File: src/rtl/imem_arbiter_if.sv
// Bundle of fetch, loader and BRAM-port signals around the instruction-memory arbiter.
// The master modport is the arbiter's view; slave is the surrounding CPU/loader/BRAM side.
interface imem_arbiter_if #(
    parameter int ADDR_W = 11
);
    logic              go;

    logic [31:0]       f_addr;
    logic [31:0]       f_instr;
    logic              f_stall;
    logic              cpu_hold;

    logic              ld_req;
    logic              ld_we;
    logic [ADDR_W-1:0] ld_addr;
    logic [31:0]       ld_wdata;
    logic              ld_ack;
    logic [31:0]       ld_rdata;
    logic [15:0]       ld_cnt;

    logic [ADDR_W-1:0] mem_addr;
    logic [3:0]        mem_we;
    logic [31:0]       mem_din;
    logic [31:0]       mem_dout;

    modport master (
        input  go, f_addr, ld_req, ld_we, ld_addr, ld_wdata, mem_dout,
        output f_instr, f_stall, cpu_hold, ld_ack, ld_rdata, ld_cnt,
               mem_addr, mem_we, mem_din
    );

    modport slave (
        output go, f_addr, ld_req, ld_we, ld_addr, ld_wdata, mem_dout,
        input  f_instr, f_stall, cpu_hold, ld_ack, ld_rdata, ld_cnt,
               mem_addr, mem_we, mem_din
    );
endinterface

File: src/rtl/imem_arbiter.sv
// Shares the single instruction-memory BRAM port between CPU fetch and the program
// loader; holds the CPU in BOOT while the loader fills memory, then interleaves.
module imem_arbiter #(
    parameter int          ADDR_W = 11,
    parameter logic [31:0] BASE   = 32'h3000
) (
    input  logic           clk,
    input  logic           rst,
    imem_arbiter_if.master bus
);
    localparam logic [0:0] BOOT = 1'b0;
    localparam logic [0:0] RUN  = 1'b1;

    logic [0:0]  state_reg, state_next;
    logic        go_pend_reg, go_pend_next;
    logic        fair_reg;
    logic        ack_reg, ack_we_reg;
    logic        fetch_ok_reg;
    logic [31:0] rdata_reg;
    logic [15:0] cnt_reg;

    logic [31:0] loc;
    logic        aligned, in_range;
    logic        grant_ld, grant_fetch;
    logic        ack, write_ack;
    logic [31:0] rdata;

    // rst is active-low, so every grant and the ack are qualified by rst being high.
    always_comb begin
        loc         = bus.f_addr - BASE;
        aligned     = (loc[1:0] == 2'b00);
        in_range    = ((loc >> (ADDR_W + 2)) == 32'd0);
        grant_ld    = rst & bus.ld_req & ((state_reg == BOOT) | ~fair_reg);
        grant_fetch = rst & (state_reg == RUN) & ~grant_ld;
        ack         = rst & ack_reg;
        write_ack   = ack & ack_we_reg;
        rdata       = (ack & ~ack_we_reg) ? bus.mem_dout : rdata_reg;
    end

    // A go seen while the loader owns the port is parked until a free cycle.
    always_comb begin
        state_next   = state_reg;
        go_pend_next = go_pend_reg;
        if (state_reg == BOOT) begin
            if ((bus.go | go_pend_reg) & ~grant_ld) begin
                state_next   = RUN;
                go_pend_next = 1'b0;
            end else if (bus.go) begin
                go_pend_next = 1'b1;
            end
        end
    end

    assign bus.mem_addr = grant_ld ? bus.ld_addr : loc[ADDR_W+1:2];
    assign bus.mem_din  = bus.ld_wdata;

    genvar gi;
    generate
        for (gi = 0; gi < 4; gi++) begin : g_byte_we
            assign bus.mem_we[gi] = grant_ld & bus.ld_we;
        end
    endgenerate

    assign bus.f_stall  = ~grant_fetch;
    assign bus.cpu_hold = ~rst | (state_reg == BOOT);
    assign bus.f_instr  = (rst & fetch_ok_reg) ? bus.mem_dout : 32'd0;
    assign bus.ld_ack   = ack;
    assign bus.ld_rdata = rdata;
    assign bus.ld_cnt   = cnt_reg;

    always_ff @(posedge clk) begin
        if (!rst) begin
            state_reg    <= BOOT;
            go_pend_reg  <= 1'b0;
            fair_reg     <= 1'b0;
            ack_reg      <= 1'b0;
            ack_we_reg   <= 1'b0;
            fetch_ok_reg <= 1'b0;
            rdata_reg    <= 32'd0;
            cnt_reg      <= 16'd0;
        end else begin
            state_reg    <= state_next;
            go_pend_reg  <= go_pend_next;
            fair_reg     <= grant_ld;
            ack_reg      <= grant_ld;
            ack_we_reg   <= bus.ld_we;
            fetch_ok_reg <= grant_fetch & aligned & in_range;
            rdata_reg    <= rdata;
            if (write_ack && (cnt_reg != 16'hFFFF)) begin
                cnt_reg <= cnt_reg + 16'd1;
            end
        end
    end
endmodule

File: src/flat_wrapper.sv
// flat-port wrapper written by rule: the top's interface ports become plain ports
module imem_arbiter_flat 
#(
    parameter int          ADDR_W = 11,
    parameter logic [31:0] BASE   = 32'h3000
)
  (clk, rst, bus_go, bus_f_addr, bus_ld_req, bus_ld_we, bus_ld_addr, bus_ld_wdata, bus_mem_dout, bus_f_instr, bus_f_stall, bus_cpu_hold, bus_ld_ack, bus_ld_rdata, bus_ld_cnt, bus_mem_addr, bus_mem_we, bus_mem_din);
  imem_arbiter_if #(.ADDR_W(ADDR_W)) bus_i ();
  input  logic clk;
  input  logic rst;
  input wire logic [$bits(bus_i.go)-1:0] bus_go;
  input wire logic [$bits(bus_i.f_addr)-1:0] bus_f_addr;
  input wire logic [$bits(bus_i.ld_req)-1:0] bus_ld_req;
  input wire logic [$bits(bus_i.ld_we)-1:0] bus_ld_we;
  input wire logic [$bits(bus_i.ld_addr)-1:0] bus_ld_addr;
  input wire logic [$bits(bus_i.ld_wdata)-1:0] bus_ld_wdata;
  input wire logic [$bits(bus_i.mem_dout)-1:0] bus_mem_dout;
  output wire logic [$bits(bus_i.f_instr)-1:0] bus_f_instr;
  output wire logic [$bits(bus_i.f_stall)-1:0] bus_f_stall;
  output wire logic [$bits(bus_i.cpu_hold)-1:0] bus_cpu_hold;
  output wire logic [$bits(bus_i.ld_ack)-1:0] bus_ld_ack;
  output wire logic [$bits(bus_i.ld_rdata)-1:0] bus_ld_rdata;
  output wire logic [$bits(bus_i.ld_cnt)-1:0] bus_ld_cnt;
  output wire logic [$bits(bus_i.mem_addr)-1:0] bus_mem_addr;
  output wire logic [$bits(bus_i.mem_we)-1:0] bus_mem_we;
  output wire logic [$bits(bus_i.mem_din)-1:0] bus_mem_din;
  assign bus_i.go = bus_go;
  assign bus_i.f_addr = bus_f_addr;
  assign bus_i.ld_req = bus_ld_req;
  assign bus_i.ld_we = bus_ld_we;
  assign bus_i.ld_addr = bus_ld_addr;
  assign bus_i.ld_wdata = bus_ld_wdata;
  assign bus_i.mem_dout = bus_mem_dout;
  assign bus_f_instr = bus_i.f_instr;
  assign bus_f_stall = bus_i.f_stall;
  assign bus_cpu_hold = bus_i.cpu_hold;
  assign bus_ld_ack = bus_i.ld_ack;
  assign bus_ld_rdata = bus_i.ld_rdata;
  assign bus_ld_cnt = bus_i.ld_cnt;
  assign bus_mem_addr = bus_i.mem_addr;
  assign bus_mem_we = bus_i.mem_we;
  assign bus_mem_din = bus_i.mem_din;
  imem_arbiter #(.ADDR_W(ADDR_W), .BASE(BASE)) u_core (.clk(clk), .rst(rst), .bus(bus_i));
endmodule
File: config.mk
export PLATFORM = sky130hd
export DESIGN_NAME = imem_arbiter_flat
export DESIGN_NICKNAME = d
export VERILOG_FILES = /design/src/rtl/imem_arbiter_if.sv /design/src/rtl/imem_arbiter.sv /design/src/flat_wrapper.sv
export SDC_FILE = /design/constraint.sdc
export NUM_CORES = 1
export LEC_CHECK = 0
export ABC_CLOCK_PERIOD_IN_PS = 3300
export BUFFER_PORTS_ARGS = -buffer_cell sky130_fd_sc_hd__buf_2
export CAP_MARGIN = 5
export CORE_MARGIN = 8
export CORE_UTILIZATION = 30
export DETAILED_ROUTE_END_ITERATION = 6
export HOLD_SLACK_MARGIN = 0.12
export MAX_ROUTING_LAYER = met4
export SETUP_SLACK_MARGIN = 0.02
export SLEW_MARGIN = 30
export SYNTH_ARGS = -nofsm -noshare
export SYNTH_HDL_FRONTEND = slang
export SYNTH_SLANG_ARGS = --single-unit
File: constraint.sdc
create_clock -name clk -period 3.3 [get_ports clk]
set_input_delay 0.165 -clock clk [delete_from_list [all_inputs] [get_ports clk]]
set_output_delay 0.165 -clock clk [all_outputs]
set_load 0.1 [all_outputs]
======== After elaboration in Yosys (flattened, before gate mapping) ========
Cells that the tools add are included.
cells by class
  add/sub/neg operators ................... 2
  eq/ne operators ......................... 1
  muxes and demuxes ....................... 7
  bitwise logic cells ..................... 21
  reduce and logical (&&, ||, !) cells .... 5
operators by type and width
  kind                                                 count
  two-way mux 32 bit                                   2
  logical NOT 32 bit                                   1
  subtractor 32 x 14 -> 32 bit, second input constant  1
  adder 16 x 1 -> 16 bit, second input constant        1
  != test 16 bit, second input constant                1
  AND 1 bit                                            12
  two-way mux 11 bit                                   1
  inverter 1 bit                                       6
  two-way mux 1 bit                                    4
  bitwise OR 1 bit                                     3
  logical NOT 2 bit                                    1
  AND reduction 2 bit                                  1
  nonzero test 2 bit                                   1
  logical AND 1 bit                                    1
word-level totals
  register bits after elaboration ......... 53
  bits of input ports ..................... 112
  output and inout port bits .............. 130

======== Logic depth before layout (Yosys ltp) ========
  depth after elaboration ................. 7
  gate-level depth with buffers ........... 7

======== Least setup slack after synthesis ========
No wires, ideal clock.
  path kind ............................... register -> output
  start ................................... register u_core.state_reg
  end ..................................... output port bus_mem_addr[10]
  arrival ................................. 2,809 ps
  required time ........................... 3,135 ps
  setup slack ............................. 326 ps
  cell stages (with the launch flop) ...... 4
  buffers on the path ..................... 1
  cell sequence ........................... dfxtp_1 a21oi_1 buf_2 o21ai_0
between the ends
  word-level cells in the longest chain between the ends .. 4
ends and longest elaborated chain
  what                    RTL line            source
  start, declared         imem_arbiter.sv:14  logic [0:0] state_reg, state_next;
  start signal, assigned  imem_arbiter.sv:82  state_reg <= state_next;
  inverter 1 bit          imem_arbiter.sv:33  grant_ld = rst & bus.ld_req & ((state_reg == BOOT) | ~fair_reg);
  bitwise OR 1 bit        imem_arbiter.sv:33
  AND 1 bit               imem_arbiter.sv:33
  two-way mux 11 bit      imem_arbiter.sv:54  assign bus.mem_addr = grant_ld ? bus.ld_addr : loc[ADDR_W+1:2];
  end, declared           flat_wrapper.sv:24  output wire logic [$bits(bus_i.mem_addr)-1:0] bus_mem_addr;
No other way between the ends.

==> flow_summary.yaml <==
run_status:
  run_status: "complete, no violations"
global_routing:
  grt-ovfl-total: 0
  grt_pass1_wl_mm: 13.9
  groute.usage.overall_pct: 13.1
  use_met1_pct: 14.5
  grt_max_degree: 74
  use_met2_pct: 23.3
  grt_use_met3_pct: 2.59
  antenna_found_initial: 0
  top_usage_layer: "met2"
  grt_pass1_vias: 2885
route:
  viasPerCell: 4.58
  wl_mm: 9.23
  drc_errors: 0
  drt_iter0_markers: 93
  ant_nets: 0
  wire_per_inst_microns: 15.4
  vias: 2738
  firstDrtPassIters: 4
sta:
  setup_violations: 0
  period_share_pct: 69.7
  slew_headroom_pct: 41.3
  tns_ns: 0
  max_freq_ghz: 0.435
  rsz0062_at_grt: "no"
  drv_slew: 0
  final-hold-violation-count: 0
  fin_skew_ns: 0.0133
  tightest_slew_ns: 0.879
  period_needed_ns: 2.30
placed_design:
  place.gp.congestion: 0.810
  dp.cells: 589
  port_buffers: 177
  place_area_sq_um: 3760
  hpwlAfterDp_mm: 7.36
worst_setup_path:
  crit_fanout: 32
  path_cells: "and2_1 > nand2b_2 > mux2_2 > buf_2"
  worst_path_max_delay_cell: "nand2b_2"
  cp.required_ns: 3.13
  critPathMaxStageDelay_ns: 0.43
  path_class: "register to output pin"
  endpoint_kind: "output pin"
  arrival_ns: 2.14
  cp-start-kind: "register"
logic_synthesis:
  yosys.cell_types.count: 39
  synth_edf_count: 0
  netlist_top_cells_area: "dfxtp_1 35%, mux2_2 13%, and2_1 9.2%"
  yosys-top-cells-count: "53 x dfxtp_1, 45 x and2_1, 36 x buf_4, 35 x mux2_2, 34 x and3_1"
  syn_avg_cell_area_sq_um: 9.23
  syn_nets: 444
  post-synth-top-area-cell: "dfxtp_1"
  synthCells: 330
  synth_seq_cells: 53
  synth-warning-count: 0
  yosysSeqAreaShare_pct: 34.8
  synth_area_sq_um: 3050
  async_flop_share_pct: 0
  synth_flop_cell: "dfxtp_1"
  synth.top_cell.area_share_pct: 34.8
  yosysMostFrequentCell: "dfxtp_1"
clock_network:
  tritoncts: "built"
  cts_sinks: 53
  clk_path_buf_depth: 2
  htreeDepth: 2
  clk_latency_ns: 0.30
  clk_pin_slew_ns: 0.10
  cts_root_buf: "clkbuf_8"
  numCtsBuffers: 5
cells_and_area:
  utilization_pct: 39.4
  num-nets-final: 579
  drive_gt1_share_pct: 49.2
  largest_register_ffs: 32
  final_area_sq_um: 3870
  diodes: 0
  synthToLayoutAreaGrowth_pct: 27.2
  stdcell_count: 598
power_and_ir_drop:
  power_frac_seq_pct: 45.1
  total_power_mw: 1.46
  p_clk_share_pct: 25.5
  pwr-share-comb_pct: 29.4
  swShare_pct: 37.0
  p_switching_mw: 0.542
  p_per_area_nw_per_um2: 378
  p_leak_nw: 2.07
  p_int_mw: 0.921
  ir_drop_mv: 0.156
die:
  dieHeight_microns: 117
  num_rows: 36
  core_sq_um: 9820
  die_area_sq_um: 13600
  die_w_microns: 117
  ioPinCount: 242
  start_util_pct: 31.0
worst_hold_path:
  hold_class: "primary input to register"
flow_run:
  drv_cap: 0
[path summary, 6_finish.rpt]
path / slack, ns / depth (start not counted) / from / endpoint
worst min register to register: 0.49 / 2 / u_core.go_pend_reg / u_core.go_pend_reg
worst max-delay path: 1.0 / 4 / u_core.fair_reg / bus_ld_rdata[20]
worst max register to register: 1.40 / 6 / u_core.bus.ld_cnt[0] / u_core.bus.ld_cnt[14]
worst min-delay path: 0.14 / 3 / bus_f_addr[30] / u_core.fetch_ok_reg
[per-stage QoR]
step	hold WS [ns]	setup slack, ns
final	0.138	0.999
after detailed placement	0.331	1.22
after global placement	0.331	1.21
after floorplan	0.292	0.326
after CTS	0.126	0.953
after global routing	0.152	0.798
[cells by family (layout without fill, tap and decap cells)]
logic type	after synthesis	after routing	synth area share, %
AOI/OAI and AO/OA	20	20	4.15
xor gates and xnor gates	12	12	3.45
adders and majority gates	2	2	0.822
buffers and inverters	57	192	12.1
DFF	53	53	34.8
muxes	46	46	16.8
and+or+nand+nor	140	140	27.8
[worst max-delay path, delay by kind of cell (launching register included)]
family	cells	cell delay, ns
muxes	1	0.39
buffers and inverters	1	0.43
DFF	1	0.39
and+or+nand+nor	2	0.60
[final cells by class]
type / instances / area (sq um)
tap: 133 / 166
clock inverter: 1 / 7.51
sequential: 53 / 1060
fill: 1033 / 5950
inverter: 4 / 15.0
timing repair buffer: 181 / 921
clock buffer: 6 / 82.6
multi-input combinational: 220 / 1620
[metal layers]
| layer | wire length, microns | vias up |
|---|---|---|
| met5 | 0 | - |
| met4 | 86 | 0 |
| met3 | 534 | 8 |
| met2 | 4770 | 98 |
| met1 | 3840 | 1255 |
| li1 | - | 1377 |
[cells in the final DEF (no fill, tap or decap), drive strengths merged]
cell type | Yosys | layout
clkbuf | 12 | 6
clkinvlp | 0 | 1
and3 | 37 | 37
or4 | 2 | 2
nor4 | 6 | 6
buf | 41 | 179
and2 | 45 | 45
o21ai | 7 | 7
nor3 | 4 | 4
o211ai | 3 | 3
mux2i | 4 | 4
a21o | 1 | 1
dlygate4sd3 | 0 | 2
and4b | 1 | 1
xor2 | 2 | 2
nor2 | 6 | 6
nand4b | 1 | 1
mux2 | 42 | 42
a211oi | 1 | 1
a21oi | 4 | 4
ha | 2 | 2
dfxtp | 53 | 53
o31ai | 3 | 3
inv | 4 | 4
nand2b | 2 | 2
xnor2 | 10 | 10
nor2b | 1 | 1
o21a | 1 | 1
nand3 | 10 | 10
nand2 | 15 | 15
and4 | 3 | 3
nor3b | 2 | 2
nand4 | 5 | 5
[power groups by stage]
| stage | Clock, mW | Sequential, mW | Combinational [mW] |
|---|---|---|---|
| after floorplan | 0 | 0.675 | 0.518 |
| after global placement | 0 | 0.674 | 0.428 |
| after detailed placement | 0 | 0.674 | 0.431 |
| after CTS | 0.398 | 0.660 | 0.434 |
| after global routing | 0.429 | 0.662 | 0.451 |
| final | 0.373 | 0.659 | 0.430 |
[what timing repair did]
action | in CTS | in global routing
hold endpoints to repair | 2 | 0
hold buffers | 2 | 0
setup buffers | 0 | 0
gates resized for setup | 0 | 0
Note: power is estimated with default switching activity, not from simulation.
